===== src/rtl/spi_pkg.sv =====
// spi_pkg: shared types and link constants
// for the SPI master and its clock divider.
package spi_pkg;

  typedef enum logic [2:0] {
    ST_IDLE,
    ST_LEAD,
    ST_HIGH,
    ST_LOW,
    ST_END
  } spi_state_e;

  localparam logic SCLK_IDLE = 1'b0;
  localparam bit   MSB_FIRST = 1'b1;

endpackage


===== src/rtl/spi_sclk_gen.sv =====
// spi_sclk_gen: half-period down-counter,
// reloaded on every FSM state entry.
module spi_sclk_gen #(
  parameter int CLK_DIV = 4
) (
  input  logic clk,
  input  logic rst,
  input  logic load,
  output logic tick
);

  localparam int DW = $clog2(CLK_DIV + 1);
  localparam logic [DW-1:0] RELOAD = DW'(CLK_DIV);
  localparam logic [DW-1:0] ONE    = DW'(1);
  localparam logic [DW-1:0] ZERO   = '0;

  logic [DW-1:0] cnt_q;
  logic [DW-1:0] cnt_d;

  // reload on entry, else count down and park at zero
  always_comb begin
    cnt_d = cnt_q;
    if (load) begin
      cnt_d = RELOAD;
    end else if (cnt_q != ZERO) begin
      cnt_d = cnt_q - ONE;
    end
  end

  // counter register
  always_ff @(posedge clk) begin
    if (rst) begin
      cnt_q <= ZERO;
    end else begin
      cnt_q <= cnt_d;
    end
  end

  // last cycle of the half period
  assign tick = (cnt_q == ONE);

endmodule


===== src/rtl/spi_master.sv =====
// spi_master: one WIDTH-bit full-duplex transfer
// per start, CS framed, SCLK idle low.
module spi_master
  import spi_pkg::*;
#(
  parameter int WIDTH   = 8,
  parameter int CLK_DIV = 4
) (
  input  logic             CLK,
  input  logic             RST,
  input  logic             start,
  input  logic [WIDTH-1:0] tx_data,
  output logic             busy,
  output logic             done,
  output logic [WIDTH-1:0] rx_data,
  output logic             SCLK,
  output logic             CS,
  output logic             MOSI,
  input  logic             MISO
);

  localparam int CW = $clog2(WIDTH + 1);
  localparam logic [CW-1:0] LAST = CW'(WIDTH);
  localparam logic [CW-1:0] INC  = CW'(1);

  spi_state_e state_q;
  spi_state_e state_d;

  logic [WIDTH-1:0] tx_shift_q;
  logic [WIDTH-1:0] tx_shift_d;
  logic [WIDTH-1:0] rx_shift_q;
  logic [WIDTH-1:0] rx_shift_d;
  logic [WIDTH-1:0] rx_data_q;
  logic [WIDTH-1:0] rx_data_d;
  logic [CW-1:0]    bit_cnt_q;
  logic [CW-1:0]    bit_cnt_d;

  logic cs_q;
  logic cs_d;
  logic sclk_q;
  logic sclk_d;
  logic mosi_q;
  logic mosi_d;
  logic busy_q;
  logic busy_d;
  logic done_q;
  logic done_d;

  logic div_load;
  logic div_tick;

  function automatic logic out_bit(
    input logic [WIDTH-1:0] w
  );
    return MSB_FIRST ? w[WIDTH-1] : w[0];
  endfunction

  function automatic logic [WIDTH-1:0] shift_out(
    input logic [WIDTH-1:0] w
  );
    return MSB_FIRST ? (w << 1) : (w >> 1);
  endfunction

  function automatic logic [WIDTH-1:0] shift_in(
    input logic [WIDTH-1:0] w,
    input logic             b
  );
    logic [WIDTH:0] ext;
    ext = MSB_FIRST ? {w, b} : ({b, w} >> 1);
    return ext[WIDTH-1:0];
  endfunction

  spi_sclk_gen #(
    .CLK_DIV (CLK_DIV)
  ) u_sclk_gen (
    .clk  (CLK),
    .rst  (RST),
    .load (div_load),
    .tick (div_tick)
  );

  // restart the half-period timer whenever the state changes
  assign div_load = (state_d != state_q);

  // next-state and registered-output logic of the transfer FSM
  always_comb begin
    state_d    = state_q;
    tx_shift_d = tx_shift_q;
    rx_shift_d = rx_shift_q;
    rx_data_d  = rx_data_q;
    bit_cnt_d  = bit_cnt_q;
    cs_d       = cs_q;
    sclk_d     = sclk_q;
    mosi_d     = mosi_q;
    busy_d     = busy_q;
    done_d     = 1'b0;
    unique case (state_q)
      ST_IDLE, ST_END: begin
        state_d = ST_IDLE;
        if (start) begin
          state_d    = ST_LEAD;
          tx_shift_d = tx_data;
          rx_shift_d = '0;
          bit_cnt_d  = '0;
          cs_d       = 1'b0;
          sclk_d     = SCLK_IDLE;
          mosi_d     = out_bit(tx_data);
          busy_d     = 1'b1;
        end
      end
      ST_LEAD: begin
        if (div_tick) begin
          state_d = ST_HIGH;
          sclk_d  = ~SCLK_IDLE;
          mosi_d  = out_bit(tx_shift_q);
        end
      end
      ST_HIGH: begin
        if (div_tick) begin
          state_d    = ST_LOW;
          sclk_d     = SCLK_IDLE;
          rx_shift_d = shift_in(rx_shift_q, MISO);
          tx_shift_d = shift_out(tx_shift_q);
          bit_cnt_d  = bit_cnt_q + INC;
        end
      end
      ST_LOW: begin
        if (div_tick) begin
          if (bit_cnt_q < LAST) begin
            state_d = ST_HIGH;
            sclk_d  = ~SCLK_IDLE;
            mosi_d  = out_bit(tx_shift_q);
          end else begin
            state_d   = ST_END;
            cs_d      = 1'b1;
            sclk_d    = SCLK_IDLE;
            busy_d    = 1'b0;
            done_d    = 1'b1;
            rx_data_d = rx_shift_q;
          end
        end
      end
      default: begin
        state_d = ST_IDLE;
        cs_d    = 1'b1;
        sclk_d  = SCLK_IDLE;
        busy_d  = 1'b0;
      end
    endcase
  end

  // state and output registers; reset wins over everything
  always_ff @(posedge CLK) begin
    if (RST) begin
      state_q    <= ST_IDLE;
      tx_shift_q <= '0;
      rx_shift_q <= '0;
      rx_data_q  <= '0;
      bit_cnt_q  <= '0;
      cs_q       <= 1'b1;
      sclk_q     <= SCLK_IDLE;
      mosi_q     <= 1'b0;
      busy_q     <= 1'b0;
      done_q     <= 1'b0;
    end else begin
      state_q    <= state_d;
      tx_shift_q <= tx_shift_d;
      rx_shift_q <= rx_shift_d;
      rx_data_q  <= rx_data_d;
      bit_cnt_q  <= bit_cnt_d;
      cs_q       <= cs_d;
      sclk_q     <= sclk_d;
      mosi_q     <= mosi_d;
      busy_q     <= busy_d;
      done_q     <= done_d;
    end
  end

  assign busy    = busy_q;
  assign done    = done_q;
  assign rx_data = rx_data_q;
  assign SCLK    = sclk_q;
  assign CS      = cs_q;
  assign MOSI    = mosi_q;

endmodule


===== config.mk =====
export PLATFORM = sky130hd
export DESIGN_NAME = spi_master
export DESIGN_NICKNAME = d
export VERILOG_FILES = /design/src/rtl/spi_pkg.sv /design/src/rtl/spi_sclk_gen.sv /design/src/rtl/spi_master.sv
export SDC_FILE = /design/constraint.sdc
export NUM_CORES = 1
export LEC_CHECK = 0
export BUFFER_PORTS_ARGS = -buffer_cell sky130_fd_sc_hd__buf_2
export CORE_UTILIZATION = 35
export DETAILED_ROUTE_END_ITERATION = 10
export HOLD_SLACK_MARGIN = 0.12
export SLEW_MARGIN = 20
export SYNTH_ARGS = -nofsm -noshare
export SYNTH_HDL_FRONTEND = slang
export SYNTH_SLANG_ARGS = --single-unit

===== constraint.sdc =====
create_clock -name CLK -period 2.8 [get_ports CLK]
set_clock_uncertainty 0.15 [all_clocks]
set_input_delay 0.28 -clock CLK [delete_from_list [all_inputs] [get_ports CLK]]
set_output_delay 0.28 -clock CLK [all_outputs]
set_load 0.02 [all_outputs]

==> impl_summary.log <==
INFO  metric run_status = completed
INFO  metric hold_ws = 0.1800 ns
INFO  metric tightestPinTransition = 0.6980 ns
INFO  metric detailedPlace.worstSlack = 0.8666 ns
INFO  metric synthCells = 191
INFO  metric fp.dieArea = 5369 µm²
INFO  metric r2r-start = u_sclk_gen.cnt_q[1]
INFO  metric post_synthesis_sequential_area_ratio = 0.4391
INFO  metric yosysWarningCount = 0
INFO  metric grt_util_all_layers = 0.1411
INFO  metric layout_common_cells = sky130_fd_sc_hd__dfxtp_1 (39), sky130_fd_sc_hd__buf_2 (24), sky130_fd_sc_hd__nor2_1 (20), sky130_fd_sc_hd__mux2i_1 (18), sky130_fd_sc_hd__a21oi_1 (14)
INFO  metric worst_hold_startpoint = tx_data[4]
INFO  metric wirelength = 3440 µm
INFO  metric postCtsSetupRepairBufs = 0
INFO  metric routed-via-count = 1,429
INFO  metric reg2reg_depth = 6
INFO  metric vdd_drop_max = 0.3194 mV
INFO  metric report.final.slew_viol_count = 0
INFO  metric route.detailed.drc = 0
INFO  metric avgRoutedWirePerCell = 12.29 µm
INFO  metric critPathLaunchType = flop
INFO  metric clkSlewWorstSetupHoldPaths = 0.08 ns
INFO  metric design_area = 2074 µm²
INFO  metric drive_above_1_share = 0.1925
INFO  metric timing.critical_path.arrival = 1.93 ns
INFO  metric cts_max_path_buffers = 2
INFO  metric min-delay-path-class = primary input to flop
INFO  metric setup_viol = 0
INFO  metric grt_max_degree = 40
INFO  metric syn2layout_area_growth = 16.68%
INFO  metric worst-path-max-fanout = 8
INFO  metric achievable-frequency = 519.8 MHz
INFO  metric floorplan.rows = 25
INFO  metric post-route-worst-setup-slack = 0.8761 ns
INFO  metric place.gp.congestion = 0.8027
INFO  metric post_dp_cell_area = 1918 µm²
INFO  metric cts.sinks = 39
INFO  metric synth_async_sr_flop_share = 0
INFO  metric cts_root_buffer = sky130_fd_sc_hd__clkbuf_8
INFO  metric estimated_wirelength_of_the_detail_placed_design = 2245 µm
INFO  metric powerDensity = 743.7 nW/µm²
INFO  metric global_route.overflow_total = 0
INFO  metric yosysUniqueCellTypes = 40
INFO  metric port-buffer-count = 24
INFO  metric cp_data_required_time = 2.81 ns
INFO  metric cts_inserted_buffers = 5
INFO  metric r2r-end = rx_data[2]
INFO  metric drt_pass1_iterations = 4
INFO  metric r2r_slack = 0.88 ns
INFO  metric totalNegativeSetupSlack = 0 ns
INFO  metric p_leak = 0.7735 nW
INFO  metric post-route-min-period = 1.924 ns
INFO  metric via_count_of_the_first_global_routing_pass = 1,292
INFO  metric cts_htree_levels = 2
INFO  metric design.portCount = 25
INFO  metric grt_setup_unrepaired = false
INFO  metric clock_insertion_delay_worst_skew = 0.28 ns
INFO  metric finalNetCount = 228
INFO  metric cts_tree = done
INFO  metric hold_path_end = tx_shift_q[4]
INFO  metric synth_edf_count = 0
INFO  metric net_count_of_the_mapped_netlist = 207
INFO  metric max-slew-margin-rel = 0.5347
INFO  metric antennaDiodeCount = 0
INFO  metric first_pass_grt_wire_length = 5830 µm
INFO  metric ys_seq_elements = 39
INFO  metric final-hold-violation-count = 0
INFO  metric fin_crit_sh = 0.6871
INFO  metric chipHeight = 73.28 µm
INFO  metric synthFlopType = sky130_fd_sc_hd__dfxtp_1
INFO  metric die_width = 73.28 µm
INFO  metric synth_area_per_cell = 9.309 µm²
INFO  metric routed_via_density = 5.104
INFO  metric drv_cap = 0
INFO  metric core_area = 4817 µm²
INFO  metric hold-path-cell-count = 3
INFO  metric path_class = flop to flop
INFO  metric drt_iter0_markers = 49
INFO  metric endpoint_kind = flop
INFO  metric mostFrequentLayoutCell = sky130_fd_sc_hd__dfxtp_1
INFO  metric drtAntennaViolNets = 0
INFO  metric antenna_found_initial = 0
INFO  metric floorplan.initialDensity = 0.3691
INFO  metric synth_area = 1778 µm²
INFO  metric fill_cell_total_of_the_finished_layout = 506
-- per-layer routing --
metal	part of all wire	vias to the layer above	track usage
met5	0	-	0
met4	0.010	0	0.04575
met2	0.47	24	0.2366
met1	0.48	678	0.1732
li1	-	722	-
met3	0.038	5	0.04115
-- state kept, by name, indices dropped and copies added, names as in the netlist --
name / flops
CS: 1
rx_shift_q: 8
tx_shift_q: 8
u_sclk_gen.cnt_q: 3
busy: 1
SCLK: 1
bit_cnt_q: 4
state_q: 3
MOSI: 1
done: 1
rx_data: 8
-- cell type report --
cell class / instances / area [µm²] / area share
Multi-Input combinational cell: 135 / 914.6 / 0.4409
Sequential cell: 39 / 780.7 / 0.3764
Timing Repair Buffer: 26 / 140.1 / 0.06755
Tap cell: 67 / 83.83 / 0.04041
Clock buffer: 5 / 68.82 / 0.03317
Clock inverter: 3 / 67.56 / 0.03257
Inverter: 5 / 18.77 / 0.009047
-- worst max-delay path by stage --
stage,startpoint,to,depth (start not counted)
after detailed placement,u_sclk_gen.cnt_q[1],rx_data[2],6
after CTS,u_sclk_gen.cnt_q[1],rx_data[2],6
after global placement,state_q[1],tx_shift_q[3],4
after floorplan,u_sclk_gen.cnt_q[1],rx_data[0],7
final,u_sclk_gen.cnt_q[1],rx_data[2],6
after global routing,u_sclk_gen.cnt_q[1],rx_data[0],6
-- what timing repair did --
action,CTS,global route
gates resized for setup,0,0
hold endpoints to repair,2,0
hold buffers,2,0
-- critical path: stages (launching register included) --
cell	delay [ns]
sky130_fd_sc_hd__dfxtp_1	0.31
sky130_fd_sc_hd__inv_1	0.08
sky130_fd_sc_hd__ha_1	0.21
sky130_fd_sc_hd__nand2b_1	0.21
sky130_fd_sc_hd__nor3_4	0.54
sky130_fd_sc_hd__mux2i_1	0.25
sky130_fd_sc_hd__nor2_1	0.05
-- cells in the mapped netlist (2+ instances only) --
cell                        n  area share
sky130_fd_sc_hd__a211oi_1   7       0.030
sky130_fd_sc_hd__nor2_1    20       0.042
sky130_fd_sc_hd__nor4_1     5       0.018
sky130_fd_sc_hd__dfxtp_1   39        0.44
sky130_fd_sc_hd__o21ai_0    7       0.020
sky130_fd_sc_hd__and4bb_2   2       0.014
sky130_fd_sc_hd__nor2b_1    3       0.011
sky130_fd_sc_hd__inv_1      5       0.011
sky130_fd_sc_hd__or3_1      2      0.0070
sky130_fd_sc_hd__nand2b_1   8       0.028
sky130_fd_sc_hd__a41oi_1    2      0.0099
sky130_fd_sc_hd__buf_2      6       0.017
sky130_fd_sc_hd__nand3_1   11       0.031
sky130_fd_sc_hd__a21boi_0   2      0.0084
sky130_fd_sc_hd__nand2_1   11       0.023
sky130_fd_sc_hd__ha_1       4       0.028
sky130_fd_sc_hd__clkbuf_1   4      0.0084
sky130_fd_sc_hd__mux2i_1   18        0.10
sky130_fd_sc_hd__a21oi_1   14       0.039
-- logic make-up after synthesis --
group | after synthesis | share of synthesized area
AO/OA/AOI/OAI | 41 | 0.1562
XOR/XNOR | 1 | 0.004927
adder cells (fa/ha/maj) | 4 | 0.02815
buffers and inverters | 17 | 0.04645
flip-flops | 39 | 0.4391
multiplexers | 18 | 0.1013
AND/OR/NAND/NOR | 71 | 0.2238
-- where the power goes --
group	switching (mW)	internal (mW)
registers	0.0460	0.604
clock network	0.202	0.355
logic	0.195	0.140
-- through the flow --
stage / std cells / utilization / power (mW)
3_5_place_dp: 270 / 0.3982 / 0.9983
4_1_cts: 280 / 0.4306 / 1.566
6_report: 280 / 0.4306 / 1.543
5_1_grt: 280 / 0.4306 / 1.634
2_1_floorplan: 191 / - / 0.9404
3_3_place_gp: 270 / 0.3982 / 0.9957
(Power assumes the default switching activity.)
